### src/rtl/fetch_stage_pkg.sv
// Shared fetch/decode definitions: instruction format constants and the IF/ID payload.
package fetch_stage_pkg;

    localparam int unsigned INSTR_W   = 32;
    localparam int unsigned OPCODE_W  = 6;
    localparam int unsigned OPCODE_LSB = 26;

    localparam logic [INSTR_W-1:0] DEFAULT_RESET_PC = 32'h0000_0000;
    localparam logic [INSTR_W-1:0] NOP_INSTR        = 32'h0000_0000;

    // IF/ID pipeline register payload
    typedef struct packed {
        logic [INSTR_W-1:0] instr;
        logic [INSTR_W-1:0] pc4;
        logic               valid;
    } ifid_t;

    localparam ifid_t IFID_BUBBLE = '{instr: NOP_INSTR, pc4: 32'h0, valid: 1'b0};

    // Primary opcode field of a MIPS instruction word
    function automatic logic [OPCODE_W-1:0] opcode_of(input logic [INSTR_W-1:0] instr);
        return instr[INSTR_W-1:OPCODE_LSB];
    endfunction

endpackage

### src/rtl/fetch_stage_ifid_reg.sv
// IF/ID pipeline register: flush inserts a bubble, hold freezes the contents.
module fetch_stage_ifid_reg
    import fetch_stage_pkg::*;
(
    input  logic  clk,
    input  logic  rst,
    input  logic  hold,
    input  logic  flush,
    input  ifid_t d,
    output ifid_t q
);

    // Flush outranks hold so a squashed wrong-path fetch never survives a stall
    always_ff @(posedge clk or negedge rst) begin
        if (!rst) begin
            q <= IFID_BUBBLE;
        end else if (flush) begin
            q <= IFID_BUBBLE;
        end else if (!hold) begin
            q <= d;
        end
    end

endmodule

### src/rtl/fetch_stage.sv
// Instruction-fetch stage: PC register, next-PC selection, misaligned-target flag, IF/ID register.
module fetch_stage
    import fetch_stage_pkg::*;
#(
    parameter logic [INSTR_W-1:0] RESET_PC = DEFAULT_RESET_PC,
    parameter int unsigned        IMEM_AW  = 10
) (
    input  logic                 clk,
    input  logic                 rst,
    input  logic                 stall,
    input  logic                 redirect,
    input  logic [INSTR_W-1:0]   redirect_pc,
    output logic [IMEM_AW-1:0]   imem_addr,
    input  logic [INSTR_W-1:0]   imem_rdata,
    output logic [INSTR_W-1:0]   pc,
    output logic [INSTR_W-1:0]   ifid_instr,
    output logic [INSTR_W-1:0]   ifid_pc4,
    output logic                 ifid_valid,
    output logic [OPCODE_W-1:0]  ifid_opcode,
    output logic                 misalign_err
);

    localparam logic [INSTR_W-1:0] PC_STEP     = INSTR_W'(4);
    localparam logic [INSTR_W-1:0] RESET_PC_AL = {RESET_PC[INSTR_W-1:2], 2'b00};

    logic [INSTR_W-1:0] pc_q;
    logic [INSTR_W-1:0] pc_next;
    logic [INSTR_W-1:0] pc_plus4;
    logic               err_q;
    logic               err_next;
    ifid_t              ifid_d;
    ifid_t              ifid_q;

    // Sequential fetch address, wraps modulo 2^32
    assign pc_plus4 = pc_q + PC_STEP;

    // Next-PC select: redirect beats stall beats sequential fetch
    always_comb begin
        pc_next  = pc_q;
        err_next = err_q;
        if (redirect) begin
            pc_next = {redirect_pc[INSTR_W-1:2], 2'b00};
            if (redirect_pc[1:0] != 2'b00) begin
                err_next = 1'b1;
            end
        end else if (!stall) begin
            pc_next = pc_plus4;
        end
    end

    // PC and sticky misalignment flag
    always_ff @(posedge clk or negedge rst) begin
        if (!rst) begin
            pc_q  <= RESET_PC_AL;
            err_q <= 1'b0;
        end else begin
            pc_q  <= pc_next;
            err_q <= err_next;
        end
    end

    assign ifid_d = '{instr: imem_rdata, pc4: pc_plus4, valid: 1'b1};

    fetch_stage_ifid_reg u_ifid_reg (
        .clk   (clk),
        .rst   (rst),
        .hold  (stall),
        .flush (redirect),
        .d     (ifid_d),
        .q     (ifid_q)
    );

    assign imem_addr    = pc_q[IMEM_AW+1:2];
    assign pc           = pc_q;
    assign misalign_err = err_q;
    assign ifid_instr   = ifid_q.instr;
    assign ifid_pc4     = ifid_q.pc4;
    assign ifid_valid   = ifid_q.valid;
    assign ifid_opcode  = opcode_of(ifid_q.instr);

endmodule

### config.mk
export PLATFORM = sky130hd
export DESIGN_NAME = fetch_stage
export DESIGN_NICKNAME = d
export VERILOG_FILES = /design/src/rtl/fetch_stage_pkg.sv /design/src/rtl/fetch_stage_ifid_reg.sv /design/src/rtl/fetch_stage.sv
export SDC_FILE = /design/constraint.sdc
export NUM_CORES = 1
export LEC_CHECK = 0
export BUFFER_PORTS_ARGS = -buffer_cell sky130_fd_sc_hd__clkbuf_2
export CAP_MARGIN = 25
export CORE_MARGIN = 2
export CORE_UTILIZATION = 50
export CTS_CLUSTER_SIZE = 16
export DETAILED_ROUTE_END_ITERATION = 8
export GPL_TIMING_DRIVEN = 1
export PLACE_DENSITY = 0.84
export REMOVE_ABC_BUFFERS = 1
export SYNTH_ARGS = -nofsm -noshare
export SYNTH_HDL_FRONTEND = slang
export SYNTH_SLANG_ARGS = --single-unit
### constraint.sdc
create_clock -name clk -period 3 [get_ports clk]
set_clock_uncertainty 0.2 [all_clocks]
set_input_delay 0.6 -clock clk [delete_from_list [all_inputs] [get_ports clk]]
set_output_delay 0.6 -clock clk [all_outputs]
set_load 0.02 [all_outputs]
==> key figures, run 1 <==
Clock tree
  – Clk root buf: clkbuf_8
  – Clock-pin slew on the worst setup and hold paths: 0.09 ns
  – CTS sink count: 95
  – Clock Latency Late Sink: 0.38 ns
  – CTS tree: yes
  – Postcts setup bufs: 0
  – Total CTS buffers: 9
  – H-tree depth: 3
  – Clock Path Buffers: 2

Final layout
  – Nets: 745
  – Area delta synth->final: 21.51%
  – Layout cells sized above 1: 32.45%
  – Antenna cells: 0
  – Final Util: 62.55%

STA
  – RSZ-0062 raised after global routing: no
  – Period utilization: 92.77%
  – Minimum clock period: 2.783 ns
  – Fin Setup TNS: 0 ns
  – # setup viols final: 0
  – Final hold violation count: 0
  – Slew @ Worst Pin: 0.9515 ns
  – Slew headroom: 36.56%
  – Fmax: 359.3 MHz
  – Max-slew violations: 0

Route
  – Routed Wire Length: 13400 µm
  – ANT nets after route: 0
  – Violation count after the first detailed-route iteration: 303
  – Vias: 4670
  – Average vias per placed instance: 5.737
  – Routed WL per cell: 16.46 µm
  – Drt pass-1 iters: 5
  – DRC errors left: 0

Placement
  – I/O Buffers: 179
  – Dpl hpwl: 9433 µm
  – RePlAce Congestion: 0.8473

Setup path
  – Startpoint Class: flop
  – Flop-to-flop setup slack: 0.22 ns
  – CP Data Required Time: 3.09 ns
  – CP max stage cell: or4_1
  – Crit path DAT: 2.87 ns
  – Crit-path cells: ha_1 > nand4_1 > or4_1 > or3b_2 > a31oi_1
  – Crit Path Class: reg2reg
  – CP peak stage delay: 0.76 ns
  – Number of cells on the worst reg-to-reg path: 5
  – Crit-path max FO: 12
  – Critical path capture point type: flop

Die
  – Die Y: 104.1 µm
  – Initial Util: 51.48%
  – Placement Rows: 36
  – I/O pin cnt: 182
  – Die W: 104.1 µm
  – Core Footprint: 0.009729 mm²
  – Die area: 0.01083 mm²

Synthesis
  – Compound-Gate Fraction of Synth Area: 12.79%
  – Post-synthesis xor/xnor area fraction: 4.197%
  – Synth unique cells: 52
  – Seq cells post-synth: 95
  – Top cells by area, synth: dfrtp_1 47%, mux2i_1 6.4%, nor2_1 5.2%
  – Post-synth EDFFs: 0
  – Adder-cell area share of the yosys netlist: 0.2498%
  – Largest family of logic cells by synthesized area: simple AND/OR/NAND/NOR gates
  – Synthesized area: 0.005009 mm²
  – Syn_area_per_cell: 9.379 µm²
  – Async set or reset register ratio after synthesis: 100.0%
  – Simple-gate share of the synthesized area: 21.06%
  – Main flop type after synthesis: dfrtp_1
  – Mux share of post-synthesis cell area: 6.395%
  – Post-synth top area cell: dfrtp_1
  – Syn. warnings: 0
  – Cells after synthesis: 534
  – Top cell type's share of synthesized area: 47.46%
  – Register area share after synthesis: 47.46%

Flow run
  – Max_cap viols: 0

Power and ir drop
  – Combinational Power Share: 21.3%
  – Worst VDD drop: 0.3017 mV
  – Sequential power share: 50.2%
  – P_sw: 986.8 µW
  – Clock share of power: 28.5%
  – Leakage power: 0.002897 µW
  – Internal: 1985 µW
  – Power Density: 488.3 mW/mm²
  – Switch share: 33.20%

Global route
  – Total GRT Usage: 25.08%
  – Vias in the first global route: 4379
  – First-pass GRT wire length: 22090 µm
  – Initial antenna violation count: 0
  – Grt total ovfl: 0
  – Largest net degree at the start of global routing: 75

Min path
  – Hold Crit Class: in2reg
  – Hold path depth: 3

Outcome
  – Status: completed
-- cells in the final DEF (no fill, tap or decap), types with 2 or more instances in the layout --
master / netlist / layout
clkbuf_2: 3 / 176
dfrtp_1: 95 / 95
nor2_1: 70 / 70
nand2_1: 38 / 38
mux2i_1: 32 / 32
o21ai_0: 30 / 30
xnor2_1: 21 / 21
buf_4: 20 / 19
nand4_1: 18 / 18
a211oi_1: 14 / 14
inv_1: 13 / 13
nor4_1: 13 / 13
nand3_1: 12 / 12
nor3_1: 11 / 11
a31oi_1: 11 / 11
or3_1: 9 / 9
or4_1: 9 / 9
clkbuf_8: 0 / 9
a21oi_1: 8 / 8
and4_1: 8 / 8
a2111oi_0: 7 / 7
a311oi_1: 5 / 5
o31ai_1: 4 / 4
xor2_1: 3 / 3
clkinv_2: 0 / 3
o21a_1: 2 / 2
nor2b_1: 2 / 2
and3_1: 2 / 2
or2_2: 2 / 2
a221oi_1: 2 / 2
nand3b_1: 2 / 2
a211o_1: 2 / 2
nand4b_1: 2 / 2
o41ai_1: 2 / 2
conb_1: 1 / 2
-- critical path: cells and delay by family, from the launching register on --
| kind | cells | cell delay, ns |
|---|---|---|
| and+or+nand+nor | 3 | 1.52 |
| DFF | 1 | 0.46 |
| adders and majority gates | 1 | 0.33 |
| AOI/OAI and AO/OA | 1 | 0.19 |
-- power by group through the flow --
stage / logic, µW / registers (µW) / clock network, µW
floorplan: 194 / 1640 / 0
global placement: 622 / 1510 / 0
detailed placement: 635 / 1510 / 0
CTS: 637 / 1490 / 860
global route: 690 / 1510 / 912
finish: 633 / 1490 / 847
-- cells in the mapped netlist, drive strengths merged, types with 4 or more instances --
cell / number
and4: 8
dfrtp: 95
o21ai: 30
or4: 9
o31ai: 4
mux2i: 32
clkbuf: 40
a211oi: 14
nor2: 70
nor4: 14
nand3: 12
a311oi: 5
a31oi: 11
nand2: 38
nor3: 11
a21oi: 8
a2111oi: 7
inv: 13
xnor2: 21
or3: 9
buf: 28
nand4: 20
-- repair_timing --
action | CTS | global route
gates resized for setup | 0 | 0
hold buffers | 1 | 0
hold endpoints to repair | 28 | 0
-- sequential cells by signal (all words and copies together) (netlist names) --
name / count
misalign_err: 1
pc: 30
u_ifid_reg.q: 64
-- kinds of logic (layout without fill, tap and decap cells) --
group	count (synthesis)	after routing
compound gates	95	95
xor+xnor	24	24
fa+ha+maj	1	1
buf+inv	81	227
flops	95	95
mux	32	32
other cells	1	2
simple gates	205	205
-- final timing paths --
| path | end | startpoint |
|---|---|---|
| hold / removal | pc[2] | redirect_pc[2] |
| setup / recovery | pc[26] | pc[2] |
| min in group asynchronous | u_ifid_reg.q[17] | rst |
| hold reg to reg | misalign_err | misalign_err |
| max in group asynchronous | u_ifid_reg.q[63] | rst |
| setup reg to reg | pc[26] | pc[2] |
-- cell type report --
type,count,area [µm²]
Inverter,13,48.80
Sequential cell,95,2377
Fill cell,831,3643
Timing Repair Buffer,198,1059
Tap cell,133,166.4
Clock buffer,10,127.6
Clock inverter,6,61.31
Multi-Input combinational cell,359,2246
-- stage by stage --
step	power [µW]	instances	hold slack [ns]	setup slack, ns	instance area (µm²)
floorplan	1832	467	0.1044	0.05804	4672
global placement	2128	797	0.2495	0.3707	5887
detailed placement	2149	797	0.2690	0.2667	5887
CTS	2987	814	0.2286	0.2287	6086
global route	3113	814	0.2372	0.04801	6086
finish	2972	814	0.2324	0.2170	6086
-- layer usage --
metal  vias up  wire (µm)  track usage [%]
met4         0        230            8.687
met5         -          0                0
met1      2236       5666            34.58
met2       241       6279            38.91
met3        21       1220            6.078
li1       2172          -                -
(Power assumes the default switching activity.)
==> run 2: changes to the inputs <==
--- a/config.mk
+++ b/config.mk
@@ -12,7 +12,7 @@
 export CTS_CLUSTER_SIZE = 16
 export DETAILED_ROUTE_END_ITERATION = 8
 export GPL_TIMING_DRIVEN = 1
-export PLACE_DENSITY = 0.84
+export PLACE_DENSITY = 0.79
 export REMOVE_ABC_BUFFERS = 1
 export SYNTH_ARGS = -nofsm -noshare
 export SYNTH_HDL_FRONTEND = slang
==> run 2 against run 1 <==
Non-clock buffer count is 1 lower. First-iteration DRC count is 7.6% lower. Final cell count is 0.12% lower. Worst hold slack lost 0.20 ns. Final area shrank 0.49%. Largest cell class unchanged. Largest power group unchanged. Highest routed layer unchanged.
==> key figures, run 2 (synthesized netlist as in run 1, its figures left out) <==
STA
  – Fmax: 362.2 MHz (was 359.3 MHz)
  – Period utilization: 92.02% (was 92.77%)
  – Final hold violation count: 0 (unchanged)
  – Max-slew violations: 0 (unchanged)
  – Fin Setup TNS: 0 ns (unchanged)
  – RSZ-0062 raised after global routing: no (unchanged)
  – # setup viols final: 0 (unchanged)
  – Slew @ Worst Pin: 0.9651 ns (was 0.9515 ns)
  – Slew headroom: 35.66% (was 36.56%)
  – Hold Slack: 0.02812 ns (was 0.2324 ns)
  – Minimum clock period: 2.761 ns (was 2.783 ns)

Placement
  – Dpl hpwl: 9605 µm (was 9433 µm)
  – Placed inst area: 0.005899 mm² (was 0.005887 mm²)
  – I/O Buffers: 179 (unchanged)
  – RePlAce Congestion: 0.8660 (was 0.8473)

Die
  – Placement Rows: 36 (unchanged)
  – Die W: 104.1 µm (unchanged)
  – Die Y: 104.1 µm (unchanged)
  – Initial Util: 51.48% (unchanged)
  – I/O pin cnt: 182 (unchanged)
  – Die area: 0.01083 mm² (unchanged)
  – Core Footprint: 0.009729 mm² (unchanged)

Final layout
  – Multi-input gate area: 0.002246 mm² (unchanged)
  – Layout cells sized above 1: 32.35% (was 32.45%)
  – Largest register by flop count: u_ifid_reg.q (unchanged)
  – Nets: 744 (was 745)
  – Commonest non-fill, non-tap cell in the layout: clkbuf_2 (unchanged)
  – Most frequent cells in the layout: 176 x clkbuf_2, 95 x dfrtp_1, 70 x nor2_1 (unchanged)
  – Fillers: 851 (was 831)
  – Reg area: 0.002377 mm² (unchanged)
  – Max reg flops: 64 (unchanged)
  – Post-route cell area: 0.006056 mm² (was 0.006086 mm²)
  – Area delta synth->final: 20.91% (was 21.51%)
  – Antenna cells: 0 (unchanged)

Clock tree
  – Clock Latency Late Sink: 0.37 ns (was 0.38 ns)
  – Clk root buf: clkbuf_8 (unchanged)
  – Post-cts resize count: 0 (unchanged)
  – CTS tree: yes (unchanged)
  – CTS Hold Buffers Added: 0 (was 1)
  – H-tree depth: 3 (unchanged)
  – Total CTS buffers: 9 (unchanged)
  – Postcts setup bufs: 0 (unchanged)
  – CTS sink count: 95 (unchanged)
  – Clock-pin slew on the worst setup and hold paths: 0.09 ns (about the same)
  – Clock Path Buffers: 2 (unchanged)

Power and ir drop
  – Power Density: 473.4 mW/mm² (was 488.3 mW/mm²)
  – P_sw: 969.8 µW (was 986.8 µW)
  – Worst VDD drop: 0.3087 mV (was 0.3017 mV)
  – Pwr Total: 2867 µW (was 2972 µW)
  – Combinational Power Share: 21.7% (was 21.3%)
  – Leakage power: 0.002888 µW (was 0.002897 µW)
  – Sequential power share: 52.3% (was 50.2%)
  – Internal: 1897 µW (was 1985 µW)
  – Switch share: 33.83% (was 33.20%)
  – Clock share of power: 26.0% (was 28.5%)

Route
  – Vias: 4625 (was 4670)
  – ANT nets after route: 0 (unchanged)
  – Routed Wire Length: 13420 µm (was 13400 µm)
  – Routed WL per cell: 16.50 µm (was 16.46 µm)
  – DRC errors left: 0 (unchanged)
  – Violation count after the first detailed-route iteration: 280 (was 303)
  – Drt pass-1 iters: 5 (unchanged)
  – Average vias per placed instance: 5.689 (was 5.737)

Flow run
  – Max_cap viols: 0 (unchanged)

Setup path
  – CP startpoint: pc[2] (unchanged)
  – Number of cells on the worst reg-to-reg path: 5 (unchanged)
  – Crit Path Class: reg2reg (unchanged)
  – Startpoint Class: flop (unchanged)
  – CP Data Required Time: 3.09 ns (about the same)
  – Crit-path max FO: 12 (unchanged)
  – Crit path DAT: 2.85 ns (was 2.87 ns)
  – Reg2reg start: pc[2] (unchanged)
  – Flop-to-flop setup slack: 0.24 ns (was 0.22 ns)
  – Critical path capture point type: flop (unchanged)
  – Worst R2R End: pc[26] (unchanged)

Global route
  – First-pass GRT wire length: 22270 µm (was 22090 µm)
  – Initial antenna violation count: 0 (unchanged)
  – Largest net degree at the start of global routing: 75 (unchanged)
  – Grt total ovfl: 0 (unchanged)
  – Vias in the first global route: 4438 (was 4379)
  – Total GRT Usage: 25.14% (was 25.08%)

Min path
  – Hold Crit Class: in2async (was in2reg)

Outcome
  – Status: completed (unchanged)
## run 2: cell type report
type,instances,area share [%]
clock buffers,11,2.169
clock inverters,5,0.4132
inverters,13,0.8058
multi-input cells,359,37.09
flip-flops and latches,95,39.26
well taps,133,2.748
repair buffers,197,17.52
## run 2: metal layers
layer	routed length, µm	vias up	track usage [%]
li1	-	2168	-
met1	5601	2206	32.36
met2	6427	229	41.59
met3	1090	22	5.263
met4	298	0	10.04
met5	0	-	0
## run 2: worst max-delay path by stage
| stage | slack [ns] | endpoint |
|---|---|---|
| after floorplan | 0.06 | u_ifid_reg.q[28] |
| after global placement | 0.39 | pc[26] |
| after detailed placement | 0.28 | pc[26] |
| after CTS | 0.26 | pc[26] |
| after global routing | 0.11 | pc[26] |
| final | 0.24 | pc[26] |
## run 2: metrics by stage
step,worst slack (ns),util (%),instances
finish,0.2394,62.24,813
global route,0.1143,62.24,813
CTS,0.2600,62.24,813
detailed placement,0.2792,60.64,797
global placement,0.3946,60.64,797
floorplan,0.05804,-,467
## run 2: critical path, stage by stage (launching register included)
cell and delay (ns):
dfrtp_1 0.46, ha_1 0.32, nand4_1 0.24, or4_1 0.76, or3b_2 0.52, a31oi_1 0.18
## run 2: power by group through the flow
stage,Combinational [µW],Sequential [µW],Clock [µW]
6_report,622,1500,744
5_1_grt,678,1520,806
4_1_cts,628,1500,755
3_5_place_dp,627,1520,0
3_3_place_gp,617,1510,0
2_1_floorplan,194,1640,0
==> run 3: changes to the inputs <==
--- a/config.mk
+++ b/config.mk
@@ -8,11 +8,11 @@
 export BUFFER_PORTS_ARGS = -buffer_cell sky130_fd_sc_hd__clkbuf_2
 export CAP_MARGIN = 25
 export CORE_MARGIN = 2
-export CORE_UTILIZATION = 50
+export CORE_UTILIZATION = 45
 export CTS_CLUSTER_SIZE = 16
 export DETAILED_ROUTE_END_ITERATION = 8
 export GPL_TIMING_DRIVEN = 1
-export PLACE_DENSITY = 0.79
+export PLACE_DENSITY = 0.72
 export REMOVE_ABC_BUFFERS = 1
 export SYNTH_ARGS = -nofsm -noshare
 export SYNTH_HDL_FRONTEND = slang
==> run 3 against run 2 <==
Register-to-register slack better by 0.11 ns. Critical path type unchanged. Wire length is 0.82% higher. Maximum frequency grew 4.2%. Combinational power grew 0.8%. First-iteration DRC count decreased by 26%. Non-clock buffer count unchanged. Setup slack improved by 0.11 ns. Final area up 0.74%. Critical endpoint is now u_ifid_reg.q[28].
==> key figures, run 3 (synthesized netlist as in run 1, its figures left out) <==
Clock tree
  – Post-cts resize count: 0 (unchanged)
  – CTS sink count: 95 (unchanged)
  – Postcts setup bufs: 0 (unchanged)
  – Total CTS buffers: 9 (unchanged)
  – Clock Path Buffers: 2 (unchanged)
  – H-tree depth: 3 (unchanged)
  – CTS Hold Buffers Added: 0 (unchanged)
  – Clock-pin slew on the worst setup and hold paths: 0.10 ns (was 0.09 ns)
  – CTS tree: yes (unchanged)
  – Clk root buf: clkbuf_8 (unchanged)
  – Clock Latency Late Sink: 0.37 ns (about the same)

Outcome
  – Status: completed (unchanged)

Global route
  – Vias in the first global route: 4349 (was 4438)
  – Grt total ovfl: 0 (unchanged)
  – Initial antenna violation count: 0 (unchanged)
  – Total GRT Usage: 22.89% (was 25.14%)
  – Largest net degree at the start of global routing: 96 (was 75)
  – First-pass GRT wire length: 21420 µm (was 22270 µm)

Setup path
  – Flop-to-flop setup slack: 0.35 ns (was 0.24 ns)
  – Crit Path Class: reg2reg (unchanged)
  – Reg2reg start: pc[9] (was pc[2])
  – Critical path capture point type: flop (unchanged)
  – CP Data Required Time: 3.06 ns (was 3.09 ns)
  – Crit-path max FO: 10 (was 12)
  – Startpoint Class: flop (unchanged)
  – Number of cells on the worst reg-to-reg path: 4 (was 5)
  – Worst R2R End: u_ifid_reg.q[28] (was pc[26])
  – Crit path DAT: 2.71 ns (was 2.85 ns)

Final layout
  – Nets: 744 (unchanged)
  – Largest register by flop count: u_ifid_reg.q (unchanged)
  – Max reg flops: 64 (unchanged)
  – Fillers: 996 (was 851)
  – Commonest non-fill, non-tap cell in the layout: clkbuf_2 (unchanged)
  – Antenna cells: 0 (unchanged)
  – Multi-input gate area: 0.002246 mm² (unchanged)
  – Most frequent cells in the layout: 176 x clkbuf_2, 95 x dfrtp_1, 70 x nor2_1 (unchanged)
  – Area delta synth->final: 21.81% (was 20.91%)
  – Post-route cell area: 0.006101 mm² (was 0.006056 mm²)
  – Layout cells sized above 1: 32.21% (was 32.35%)
  – Reg area: 0.002377 mm² (unchanged)

Route
  – Routed WL per cell: 16.50 µm (about the same)
  – Average vias per placed instance: 5.489 (was 5.689)
  – ANT nets after route: 0 (unchanged)
  – DRC errors left: 0 (unchanged)
  – Routed Wire Length: 13530 µm (was 13420 µm)
  – Vias: 4501 (was 4625)
  – Violation count after the first detailed-route iteration: 207 (was 280)
  – Drt pass-1 iters: 4 (was 5)

Die
  – Placement Rows: 38 (was 36)
  – Die W: 109.5 µm (was 104.1 µm)
  – Die Y: 109.5 µm (was 104.1 µm)
  – Initial Util: 46.20% (was 51.48%)
  – Die area: 0.01199 mm² (was 0.01083 mm²)
  – I/O pin cnt: 182 (unchanged)
  – Core Footprint: 0.01084 mm² (was 0.009729 mm²)

STA
  – RSZ-0062 raised after global routing: no (unchanged)
  – Minimum clock period: 2.649 ns (was 2.761 ns)
  – Final hold violation count: 0 (unchanged)
  – Period utilization: 88.29% (was 92.02%)
  – Slew @ Worst Pin: 0.9457 ns (was 0.9651 ns)
  – Fmax: 377.6 MHz (was 362.2 MHz)
  – Slew headroom: 36.95% (was 35.66%)
  – # setup viols final: 0 (unchanged)
  – Max-slew violations: 0 (unchanged)
  – Fin Setup TNS: 0 ns (unchanged)

Min path
  – Hold Crit Class: in2async (unchanged)

Placement
  – Placed inst area: 0.005896 mm² (was 0.005899 mm²)
  – I/O Buffers: 179 (unchanged)
  – Dpl hpwl: 9470 µm (was 9605 µm)
  – RePlAce Congestion: 0.8643 (was 0.8660)

Power and ir drop
  – Power Density: 497.1 mW/mm² (was 473.4 mW/mm²)
  – Leakage power: 0.002902 µW (was 0.002888 µW)
  – Worst VDD drop: 0.2352 mV (was 0.3087 mV)

Flow run
  – Max_cap viols: 0 (unchanged)
## run 3: cell type report
| type | instances | share of cell area [%] |
|---|---|---|
| Clock buffer | 12 | 2.215 |
| Timing Repair Buffer | 197 | 17.19 |
| Tap cell | 140 | 2.871 |
| Sequential cell | 95 | 38.97 |
| Clock inverter | 4 | 1.148 |
| Multi-Input combinational cell | 359 | 36.81 |
| Inverter | 13 | 0.7998 |
## run 3: stage by stage
step	hold WS, ns	cells	total power, µW	util [%]	worst slack [ns]
floorplan	0.1044	467	1832	-	0.05804
global placement	0.2592	804	2136	54.39	0.4732
detailed placement	0.2546	804	2149	54.39	0.3552
CTS	0.09399	820	3060	56.28	0.3524
global route	0.1091	820	3179	56.28	0.2541
finish	0.07802	820	3033	56.28	0.3514
## run 3: worst max-delay path, cell delays in order, from the launching register on
cell and delay [ns]:
dfrtp_1 0.55, nand4_4 0.20, or4_1 0.75, or4_1 0.55, a311oi_1 0.29
## run 3: worst max path at each step
| stage | start | endpoint |
|---|---|---|
| 2_1_floorplan | pc[4] | u_ifid_reg.q[28] |
| 3_3_place_gp | pc[10] | u_ifid_reg.q[28] |
| 3_5_place_dp | pc[10] | u_ifid_reg.q[28] |
| 4_1_cts | pc[9] | u_ifid_reg.q[28] |
| 5_1_grt | pc[9] | u_ifid_reg.q[28] |
| 6_report | pc[9] | u_ifid_reg.q[28] |
## run 3: routing by layer
metal / track usage [%] / up-vias / wire length (µm)
li1: - / 2170 / -
met1: 29.93 / 2126 / 5800
met2: 36.33 / 194 / 6321
met3: 6.520 / 11 / 1253
met4: 8.228 / 0 / 152
met5: 0 / - / 0
## run 3: power breakdown
part	internal [µW]	leakage, µW	switching [µW]
clock network	469	0.000104	444
registers	1370	0.00121	121
logic	229	0.00159	397
